File: src/rtl/pc_sequencer.sv
// -----------------------------------------------------------------------------
// pc_sequencer
//
// Program-counter owner and fetch/branch-resolution sequencer for a
// multi-cycle core. It fetches an instruction, presents it to decode, waits
// for the resolved branch kind, and computes the next PC. Memory-indirect
// targets are read from data memory before the next fetch is issued. A
// saturating counter records taken redirects for performance debug.
//
// Optional feature (compile-time macro):
//   PC_SEQ_ALIGN_CHECK_EN - when defined, a taken target whose low two bits
//   are non-zero loads TRAP_PC instead and pulses misalign for one cycle.
//   When undefined, targets are loaded as-is and misalign is tied low.
//
// Parameters:
//   RESET_PC     PC loaded on reset
//   TRAP_PC      PC loaded on a misaligned taken target (alignment check only)
//
// Ports:
//   clk, rst_n           clock, asynchronous active-low reset
//   imem_req/addr        instruction fetch request (held until imem_ack)
//   imem_ack/rdata       fetch completion and instruction word
//   instr, instr_valid   latched instruction, valid while awaiting resolution
//   pc, pc4              current PC and PC+4 (mod 2^32)
//   res_valid, res_kind  branch resolution strobe and kind
//   aluout, zero_branch  condition sources (n = aluout[31], z = ~|aluout)
//   reg1, direct, pcimm  register, direct and PC-relative targets
//   mem_addr             pointer for memory-indirect targets
//   dmem_req/addr        target read request (held until dmem_ack)
//   dmem_ack/rdata       target read completion and data
//   taken_cnt            saturating taken-redirect counter
//   misalign             one-cycle pulse on a trapped target
// -----------------------------------------------------------------------------
module pc_sequencer #(
  parameter logic [31:0] RESET_PC = 32'h0000_0000,
  parameter logic [31:0] TRAP_PC  = 32'h0000_0010
) (
  input  logic        clk,
  input  logic        rst_n,
  output logic        imem_req,
  output logic [31:0] imem_addr,
  input  logic        imem_ack,
  input  logic [31:0] imem_rdata,
  output logic [31:0] instr,
  output logic        instr_valid,
  output logic [31:0] pc,
  output logic [31:0] pc4,
  input  logic        res_valid,
  input  logic [2:0]  res_kind,
  input  logic [31:0] aluout,
  input  logic        zero_branch,
  input  logic [31:0] reg1,
  input  logic [31:0] direct,
  input  logic [31:0] pcimm,
  input  logic [31:0] mem_addr,
  output logic        dmem_req,
  output logic [31:0] dmem_addr,
  input  logic        dmem_ack,
  input  logic [31:0] dmem_rdata,
  output logic [15:0] taken_cnt,
  output logic        misalign
);

  typedef enum logic [1:0] {
    IDLE   = 2'd0,
    FETCH  = 2'd1,
    DECODE = 2'd2,
    MEMTGT = 2'd3
  } state_t;

  state_t      state_reg;
  state_t      state_next;

  logic        flag_z;
  logic        flag_n;
  logic        advance;   // the current instruction's next PC is decided now
  logic        go_mem;    // target must first be read from data memory
  logic        taken;     // next PC is a redirect rather than pc4
  logic [31:0] target;
  logic [31:0] pc_load;

  assign flag_z = ~|aluout;
  assign flag_n = aluout[31];
  assign pc4    = pc + 32'd4;

  // ---------------------------------------------------------------------------
  // State register
  // ---------------------------------------------------------------------------
  always_ff @(posedge clk or negedge rst_n) begin
    if (!rst_n) begin
      state_reg <= IDLE;
    end else begin
      state_reg <= state_next;
    end
  end

  // ---------------------------------------------------------------------------
  // Next-state logic
  // ---------------------------------------------------------------------------
  always_comb begin
    state_next = state_reg;
    case (state_reg)
      IDLE:    state_next = FETCH;
      FETCH:   if (imem_ack)  state_next = DECODE;
      DECODE:  if (res_valid) state_next = go_mem ? MEMTGT : FETCH;
      MEMTGT:  if (dmem_ack)  state_next = FETCH;
      default: state_next = IDLE;
    endcase
  end

  // ---------------------------------------------------------------------------
  // Output logic: request and valid strobes are pure state decodes, so an
  // asynchronous reset drops them in the same cycle.
  // ---------------------------------------------------------------------------
  always_comb begin
    imem_req    = 1'b0;
    instr_valid = 1'b0;
    dmem_req    = 1'b0;
    case (state_reg)
      FETCH:   imem_req    = 1'b1;
      DECODE:  instr_valid = 1'b1;
      MEMTGT:  dmem_req    = 1'b1;
      default: ;
    endcase
  end

  assign imem_addr = pc;

  // ---------------------------------------------------------------------------
  // Next-PC selection
  // ---------------------------------------------------------------------------
  always_comb begin
    advance = 1'b0;
    go_mem  = 1'b0;
    taken   = 1'b0;
    target  = pc4;
    case (state_reg)
      DECODE: begin
        if (res_valid) begin
          advance = 1'b1;
          case (res_kind)
            3'b001: if (flag_z)      begin taken = 1'b1; target = reg1;   end
            3'b100: if (flag_z)      begin taken = 1'b1; target = direct; end
            3'b101: if (zero_branch) begin taken = 1'b1; target = pcimm;  end
            3'b010: go_mem = flag_n;
            3'b011: go_mem = 1'b1;
            default: ;
          endcase
        end
      end
      MEMTGT: begin
        // Memory-indirect redirects are counted here, when the target arrives.
        if (dmem_ack) begin
          advance = 1'b1;
          taken   = 1'b1;
          target  = dmem_rdata;
        end
      end
      default: ;
    endcase
  end

`ifdef PC_SEQ_ALIGN_CHECK_EN
  logic trap;
  // Only redirects are checked; the pc4 fall-through is aligned by construction.
  assign trap    = taken && (target[1:0] != 2'b00);
  assign pc_load = trap ? TRAP_PC : target;

  always_ff @(posedge clk or negedge rst_n) begin
    if (!rst_n) begin
      misalign <= 1'b0;
    end else begin
      misalign <= trap;
    end
  end
`else
  logic unused_trap_pc;
  assign unused_trap_pc = ^TRAP_PC;
  assign pc_load        = target;
  assign misalign       = 1'b0;
`endif

  // ---------------------------------------------------------------------------
  // Datapath registers
  // ---------------------------------------------------------------------------
  always_ff @(posedge clk or negedge rst_n) begin
    if (!rst_n) begin
      pc        <= RESET_PC;
      instr     <= 32'd0;
      dmem_addr <= 32'd0;
      taken_cnt <= 16'd0;
    end else begin
      if (state_reg == FETCH && imem_ack) begin
        instr <= imem_rdata;
      end
      if (advance && !go_mem) begin
        pc <= pc_load;
      end
      if (go_mem) begin
        dmem_addr <= mem_addr;
      end
      if (advance && taken && (taken_cnt != 16'hFFFF)) begin
        taken_cnt <= taken_cnt + 16'd1;
      end
    end
  end

endmodule
File: config.mk
export PLATFORM = sky130hd
export DESIGN_NAME = pc_sequencer
export DESIGN_NICKNAME = d
export VERILOG_FILES = /design/src/rtl/pc_sequencer.sv
export SDC_FILE = /design/constraint.sdc
export NUM_CORES = 1
export LEC_CHECK = 0
export BUFFER_PORTS_ARGS = -buffer_cell sky130_fd_sc_hd__buf_2
export CELL_PAD_IN_SITES_DETAIL_PLACEMENT = 1
export CELL_PAD_IN_SITES_GLOBAL_PLACEMENT = 2
export CORE_AREA = 2 2 166 168
export CTS_CLUSTER_DIAMETER = 150
export DETAILED_ROUTE_END_ITERATION = 6
export DIE_AREA = 0 0 168 170
export PLACE_DENSITY = 0.87
export REMOVE_ABC_BUFFERS = 1
export SLEW_MARGIN = 20
export SYNTH_ARGS = -nofsm -noshare
export SYNTH_HDL_FRONTEND = slang
export SYNTH_SLANG_ARGS = --single-unit
File: constraint.sdc
create_clock -name clk -period 7.13 [get_ports clk]
set_clock_uncertainty 0.15 [all_clocks]
set_input_delay 1.426 -clock clk [delete_from_list [all_inputs] [get_ports clk]]
set_output_delay 1.426 -clock clk [all_outputs]
set_load 0.01 [all_outputs]
### After elaboration in Yosys (flattened, before gate mapping)

Index checks and enable logic that the tools add are counted.
W data, S select, Z words.

* bits in registers: 114
* input bits: 233
* output and inout bits: 180
* logic and storage cells: 54

* add/subtract/negate cells: 2
* equality and inequality tests: 12
* muxes and demuxes: 26
* reductions and logical operators: 9

Operators with widths (number)
* $mux W32: 5
* $pmux W32 S3: 1
* $pmux W32 S2: 1
* $add A32 B3 Y32 const B: 1
* $reduce_or A32 Y1: 1
* $add A16 B1 Y16 const B: 1
* $ne A16 B16 Y1 const B: 1
* $mux W1: 10
* $mux W2: 4
* $pmux W1 S2: 4
* $pmux W2 S4: 1
* $eq A3 B2 Y1 const B: 2
* $eq A3 B3 Y1 const B: 2
* $ne A2 B2 Y1 const B: 3
* $eq A2 B2 Y1 const B: 2
* $logic_and A1 B1 Y1: 4
* $eq A3 B1 Y1 const B: 1
* $reduce_and A3 Y1: 1
* $eq A2 B1 Y1 const B: 1
* $logic_not A2 Y1: 1
* $reduce_or A2 Y1: 1
* $logic_not A1 Y1: 1

### Depth between registers and ports, before layout

Gate-level depths: netlist (run 1).

* word-level depth: 7
* depth in mapped cells: 10
* mapped depth without buffers: 8

### Worst setup path before layout (run 1)

No wires, ideal clock.

* kind: reg-to-output
* start point: register pc[8], in the netlist imem_addr[8]
* end point: output port pc4[27]
* arrival: 1.763 ns
* required time: 5.554 ns
* setup slack: 3.791 ns
* stages on the path, launching flop included: 7
* buffers on the path: 2
* cell sequence: dfrtp_1 clkbuf_8 nand3_1 nor4_4 buf_4 and4_1 xor2_1

* word-level cells in the longest chain between the ends: 1

RTL lines
* start: declaration: line 46 `output logic [31:0] pc,`
* start signal: assignment: line 197 `pc <= pc_load;`
* $add A32 B3 Y32: line 84 `assign pc4 = pc + 32'd4;`
* end: declaration: line 47 `output logic [31:0] pc4,`

No other way between the ends.

### Final worst setup path (run 1)

* start point: register pc[2], in the netlist imem_addr[2]
* end point: output port pc4[10]

Same word-level chain as after synthesis.

==> reports/summary.txt, run 1 <==
# rows -> 60
pin slew with the least headroom to its limit -> 1040 ps
count of vias placed by the detailed router -> 7467
highest routed layer -> met5
kind of capture point of the worst setup path -> output port
adder and majority gate portion of the synthesized area -> 0.0105
FF-to-FF setup slack -> 3560 ps
largest area contributor in the synthesized netlist -> dfrtp_1
RSZ-0062 raised after global routing -> false
Avg Inst Size Synth -> 9.88 um^2
number of cells traversed by the worst register-to-register path -> 8
depth of the critical timing path with buffers and inverters included -> 6
TritonCTS clock tree -> yes
maximum number of pins on one net before global-route repair -> 72
IO Count -> 413
startpoint type of the worst setup path -> flip-flop
library cell contributing the largest single delay on the critical path -> nor2_1
total congestion overflow after global routing -> 0
count of state elements after synthesis -> 114
minimum clock period -> 4530 ps
total of cells resized after clock tree synthesis -> 0
chain of cells forming the critical path -> ha_1, nand2_1, nor2_1, and3_1, xor2_1, buf_2
cell with the most instances after synthesis -> dfrtp_1
CTS Sinks -> 114
Max rail drop VDD -> 0.152 mV
Data required, critical path -> 5550 ps
clock-pin slew reported for the worst setup and hold paths after clock tree synthesis -> 60 ps
growth of design area from synthesis to finish -> 38.0%
status -> complete, no violations
number of H-tree levels -> 4
beginning of the worst hold path -> instr[3]
max_cap viols -> 0
Worst R2R End -> imem_addr[17]
fraction of synthesized area in multiplexers -> 0.104
critical path buffer and inverter count -> 1
initial antenna violation count -> 5
number of distinct standard cells referenced by the synthesized netlist -> 73
final core utilization -> 0.370
HPWL after detailed placement -> 26.4 mm
Core Area -> 26700 um^2
post-synthesis xor/xnor area fraction -> 0.0490
endpoint of the worst hold path -> instr[3]
fraction of the yosys area taken by sequential cells -> 0.399
portion of synthesized cell area occupied by the leading cell type -> 0.399
compound-gate portion of the synthesized area -> 0.188
Worst path top cell family by delay -> simple AND/OR/NAND/NOR gates
CTS hold repair buffers -> 0
post-synth design cell area -> 7150 um^2
Setup violations, final -> 0
number of buffers inserted to repair setup after CTS -> 0
depth of the worst hold-timing path -> 1
Buffers on Ports -> 411
mean number of vias per cell -> 5.16
Die W -> 168 um
Simple-Gate Fraction of Synth Area -> 0.169
startpoint of the worst register-to-register path -> state_reg[0]
remaining antenna violation count after routing -> 0
DIE AREA -> 28600 um^2
proportion of layout cells with a drive suffix above 1 -> 0.494
drt first-iter violations -> 509
height of the chip -> 170 um
cell count after synthesis -> 724
number of warnings issued by yosys -> 0
weighted congestion reported at the end of routability-driven placement -> 0.820
TritonCTS buffer count -> 17
Max-slew headroom -> 0.301
length of routed wiring on met1 -> 13.7 mm
detailed-routing iteration count for the pre-antenna-repair pass -> 5
type of the worst setup path -> flip-flop to output port
largest family of logic cells by synthesized area -> compound AO/OA/AOI/OAI gates
CP Data Arrival Time -> 2960 ps
fraction of registers with async set/reset -> 1.00
leading cell types by total area after synthesis -> dfrtp_1, mux2_2, buf_4, xnor2_1, nand2_1
most numerous cell types in the synthesized netlist -> dfrtp_1, nand2_1, mux2_2, buf_4, nor2_1
number of hold-slack violations in the final timing report -> 0
DR WL met3 -> 2.19 mm
Final Slew Violations -> 0
Clock Path Buffers -> 2
crit-path max FO -> 13
sum of met2 wire segment lengths after detailed routing -> 17.1 mm
top achievable clock speed -> 221 MHz
Skew-Pair Late Insertion Delay -> 430 ps
worst hold path class -> flip-flop to flip-flop
effective utilization at floorplan -> 0.268
final wirelength -> 33.4 mm
number of enable flip-flop cells after synthesis -> 0
CTS Root Cell -> clkbuf_16
# nets final -> 1329
vias in the first global route -> 7892
drc violations -> 0
final worst-path cycle share -> 0.636
Lkg Pwr -> 4.73 nW
total routing usage reported by global routing -> 0.230
P per Cell Area -> 364 nW/um^2
final setup TNS -> 0 ps
main flop type after synthesis -> dfrtp_1
first-pass GRT wire length -> 49.2 mm
average wire per cell in the routed design -> 23.1 um
maximum single-stage delay on the critical path -> 810 ps
cells in the final DEF, fill, tap and decap left out, drive strengths merged, types with 3 or more instances in the layout:
cell type  instances
o31ai             11
o2bb2ai            4
a221oi            19
o211ai             7
nor3              11
a21oi             27
diode              4
nand2b             3
buf              421
a21boi             3
mux2              65
o21ai             31
xnor2             30
dfrtp            114
a221o              7
a31oi              8
o22ai              4
nand4             18
ha                 6
nand3             29
a22oi             23
nor2              34
xor2              10
and3              13
clkbuf            18
clkinv             3
or2                3
and4               6
nand2             67
a22o               9
nor4              18
inv               27
o22a               3
o221ai             5
and2               6
logic make-up after synthesis:
kind of cell / Yosys count
AOI/OAI and AO/OA: 183
buffers and inverters: 93
other: 1
and+or+nand+nor: 221
DFF: 114
adders and majority gates: 6
xor gates and xnor gates: 40
muxes: 66
worst max path at each step:
| stage | slack [ps] | end | startpoint |
|---|---|---|---|
| detailed placement | 2840 | imem_addr[17] | dmem_ack |
| finish | 2600 | pc4[10] | imem_addr[2] |
| floorplan | 3130 | imem_addr[17] | dmem_ack |
| CTS | 2510 | pc4[12] | imem_addr[2] |
| global route | 2330 | pc4[12] | imem_addr[5] |
| global placement | 2900 | imem_addr[17] | dmem_ack |
power breakdown:
group / internal, W / switching, W
Combinational: 0.000679 / 0.000833
Clock: 0.000501 / 0.000369
Sequential: 0.000913 / 0.000298
through the flow:
stage                     area (um^2)  hold slack, ps  instances  total power, W  setup slack (ps)
after floorplan                  6650             366        650         0.00193              3130
after global placement           9250             332       1411         0.00270              2900
after detailed placement         9270             338       1412         0.00275              2840
after CTS                        9860             352       1444         0.00363              2510
after global routing             9870             361       1447         0.00381              2330
final                            9870             349       1448         0.00359              2600
routing by layer:
layer  track usage  vias up
met1         0.275     3733
met2         0.412      285
met3        0.0581       20
met4        0.0601        2
li1              -     3427
met5             0        -
final cells by class:
type	instances	area, um^2
Tap cell	341	427
Antenna cell	4	10.0
Multi-Input combinational cell	517	3780
Timing Repair Buffer	421	2150
Clock buffer	18	439
Inverter	19	71.3
Sequential cell	114	2850
Fill cell	3208	16800
Clock inverter	14	143
worst register-to-register path, cell delays in order (launching register included):
cell	delay (ps)
dfrtp_1	420
ha_1	440
and2_2	770
o22ai_4	160
buf_4	310
a211o_1	340
a21o_1	330
and2_1	250
o32a_1	280
Note: power is estimated with default switching activity, not from simulation.
==> run 2: changes to the inputs <==
Settings changed: ABC_AREA set to 1, CORE_AREA 2 2 166 168 to 2 2 187 189, DIE_AREA 0 0 168 170 to 0 0 189 191, PLACE_DENSITY 0.87 to 0.8.
Clock period 7.13 ns to 4.46 ns, I/O delays scaled along.
==> reports/summary.txt, run 2 <==
RSZ-0062 raised after global routing -> false
CP Data Arrival Time -> 2710 ps
# nets final -> 1697
CTS Sinks -> 114
Skew-Pair Late Insertion Delay -> 420 ps
TritonCTS clock tree -> yes
total congestion overflow after global routing -> 0
initial antenna violation count -> 16
Setup violations, final -> 0
number of warnings issued by yosys -> 0
Lkg Pwr -> 5.83 nW
main flop type after synthesis -> dfrtp_1
beginning of the worst hold path -> taken_cnt[8]
worst hold path class -> flip-flop to flip-flop
largest area contributor in the synthesized netlist -> dfrtp_1
most numerous cell types in the synthesized netlist -> nand2_1, dfrtp_1, inv_1, nor2_1, mux2_2
number of H-tree levels -> 4
effective utilization at floorplan -> 0.228
total routing usage reported by global routing -> 0.204
Buffers on Ports -> 411
IO Count -> 413
setup slack at placement -> 1040 ps
final worst-path cycle share -> 0.840
Avg Inst Size Synth -> 7.19 um^2
top achievable clock speed -> 267 MHz
count of vias placed by the detailed router -> 8793
DIE AREA -> 36100 um^2
drt first-iter violations -> 328
total of cells resized after clock tree synthesis -> 0
height of the chip -> 191 um
fraction of the yosys area taken by sequential cells -> 0.367
CTS Root Cell -> clkbuf_16
count of state elements after synthesis -> 114
status -> complete, no violations
kind of capture point of the worst setup path -> output port
average wire per cell in the routed design -> 19.3 um
fraction of registers with async set/reset -> 1.00
type of the worst setup path -> flip-flop to output port
final wirelength -> 37.4 mm
number of hold-slack violations in the final timing report -> 0
library cell contributing the largest single delay on the critical path -> dfrtp_1
cell with the most instances after synthesis -> nand2_1
portion of synthesized cell area occupied by the leading cell type -> 0.367
Clock Path Buffers -> 2
startpoint type of the worst setup path -> flip-flop
slack of the critical path -> 713 ps
maximum number of pins on one net before global-route repair -> 73
minimum clock period -> 3750 ps
cell count after synthesis -> 1081
proportion of layout cells with a drive suffix above 1 -> 0.373
Fin Hold WS -> 344 ps
vias in the first global route -> 9486
P per Cell Area -> 547 nW/um^2
Max rail drop VDD -> 0.265 mV
leading cell types in the layout, fill and taps excluded -> buf_2, nand2_1, dfrtp_1, inv_1, nor2_1
startpoint of the worst register-to-register path -> state_reg[0]
leading cell types by total area after synthesis -> dfrtp_1, nand2_1, mux2_2, inv_1, nor2_1
most frequent standard cell in the layout excluding fill and tap cells -> buf_2
Data required, critical path -> 3420 ps
TritonCTS buffer count -> 17
launch point of the worst path -> imem_addr[2]
first-pass GRT wire length -> 55.3 mm
drc violations -> 0
fillcell total -> 4370
number of distinct standard cells referenced by the synthesized netlist -> 39
chain of cells forming the critical path -> ha_1, nand3_1, inv_1, nand2_2, nor2_1, nand3_1, xor2_1, inv_1, buf_2
clock-pin slew reported for the worst setup and hold paths after clock tree synthesis -> 60 ps
Final Slew Violations -> 0
pin slew with the least headroom to its limit -> 727 ps
maximum single-stage delay on the critical path -> 590 ps
number of enable flip-flop cells after synthesis -> 0
growth of design area from synthesis to finish -> 38.0%
# rows -> 68
post-synth design cell area -> 7780 um^2
HPWL after detailed placement -> 30.1 mm
detailed-routing iteration count for the pre-antenna-repair pass -> 4
Core Area -> 34100 um^2
Max-slew headroom -> 0.515
weighted congestion reported at the end of routability-driven placement -> 0.868
final setup TNS -> 0 ps
crit-path max FO -> 9
remaining antenna violation count after routing -> 0
number of buffers inserted to repair setup after CTS -> 0
Die W -> 189 um
CTS hold repair buffers -> 0
max_cap viols -> 0
mean number of vias per cell -> 4.55
## run 2: cell types whose count changed after synthesis, moves of 13 or more
cell | previous run | this run
xor2_1 | 10 | 23
nand3_1 | 28 | 64
a221oi_1 | 19 | 4
a22oi_1 | 23 | 7
nor2_1 | 33 | 89
o21ai_0 | 30 | 49
inv_1 | 19 | 100
xnor2_1 | 30 | 9
nand2_1 | 67 | 375
## run 2: worst paths after layout
path                       cells past startpoint             to  slack, ps
max                                            9        pc4[28]        710
min                                            1   taken_cnt[8]        340
max reg2reg                                   12   imem_addr[9]       1510
min reg2reg                                    1   taken_cnt[8]        340
max in group asynchronous                      2   dmem_addr[5]       2920
min in group asynchronous                      1  imem_addr[25]        380
## run 2: cell type report
| class | count | area, um^2 | area share |
|---|---|---|---|
| inverter | 107 | 402 | 0.0374 |
| sequential | 114 | 2850 | 0.266 |
| multi-input combinational | 792 | 4120 | 0.384 |
| antenna | 8 | 20.0 | 0.00187 |
| clock buffer | 17 | 425 | 0.0396 |
| tap | 455 | 569 | 0.0530 |
| timing repair buffer | 426 | 2180 | 0.204 |
| clock inverter | 15 | 160 | 0.0149 |
## run 2: worst max-delay path, delay by kind of cell (launching register included)
| kind | cells | cell delay (ps) |
|---|---|---|
| and+or+nand+nor | 4 | 820 |
| DFF | 1 | 590 |
| buffers and inverters | 3 | 350 |
| adders and majority gates | 1 | 260 |
| xor gates and xnor gates | 1 | 260 |
## run 2: cell families after synthesis
kind of cell	count (synthesis)	share of synthesized area
buf+inv	175	0.104
mux	65	0.0941
fa+ha+maj	6	0.00965
xor+xnor	33	0.0381
flops	114	0.367
compound gates	119	0.0845
simple gates	568	0.302
other cells	1	0.000482
## run 2: per-stage QoR
stage / utilization / instance area [um^2] / total power, W / std cells
2_1_floorplan: - / 7370 / 0.00313 / 1013
3_3_place_gp: 0.297 / 10100 / 0.00445 / 1894
3_5_place_dp: 0.297 / 10100 / 0.00452 / 1894
4_1_cts: 0.314 / 10700 / 0.00595 / 1926
5_1_grt: 0.314 / 10700 / 0.00628 / 1931
6_report: 0.315 / 10700 / 0.00587 / 1934
## run 2: where the power goes
group / leakage (nW) / internal [W] / total [W] / switching [W]
registers: 1.43 / 0.00143 / 0.00187 / 0.000438
clock network: 0.284 / 0.000794 / 0.00140 / 0.000609
logic: 4.12 / 0.00106 / 0.00260 / 0.00154
## run 2: metal layers
| metal | vias up | global-route usage | routed length (um) |
|---|---|---|---|
| met5 | - | 0 | 94 |
| met4 | 16 | 0.0580 | 754 |
| met3 | 51 | 0.0615 | 2890 |
| met2 | 312 | 0.376 | 19200 |
| met1 | 4226 | 0.225 | 14400 |
| li1 | 4188 | - | - |
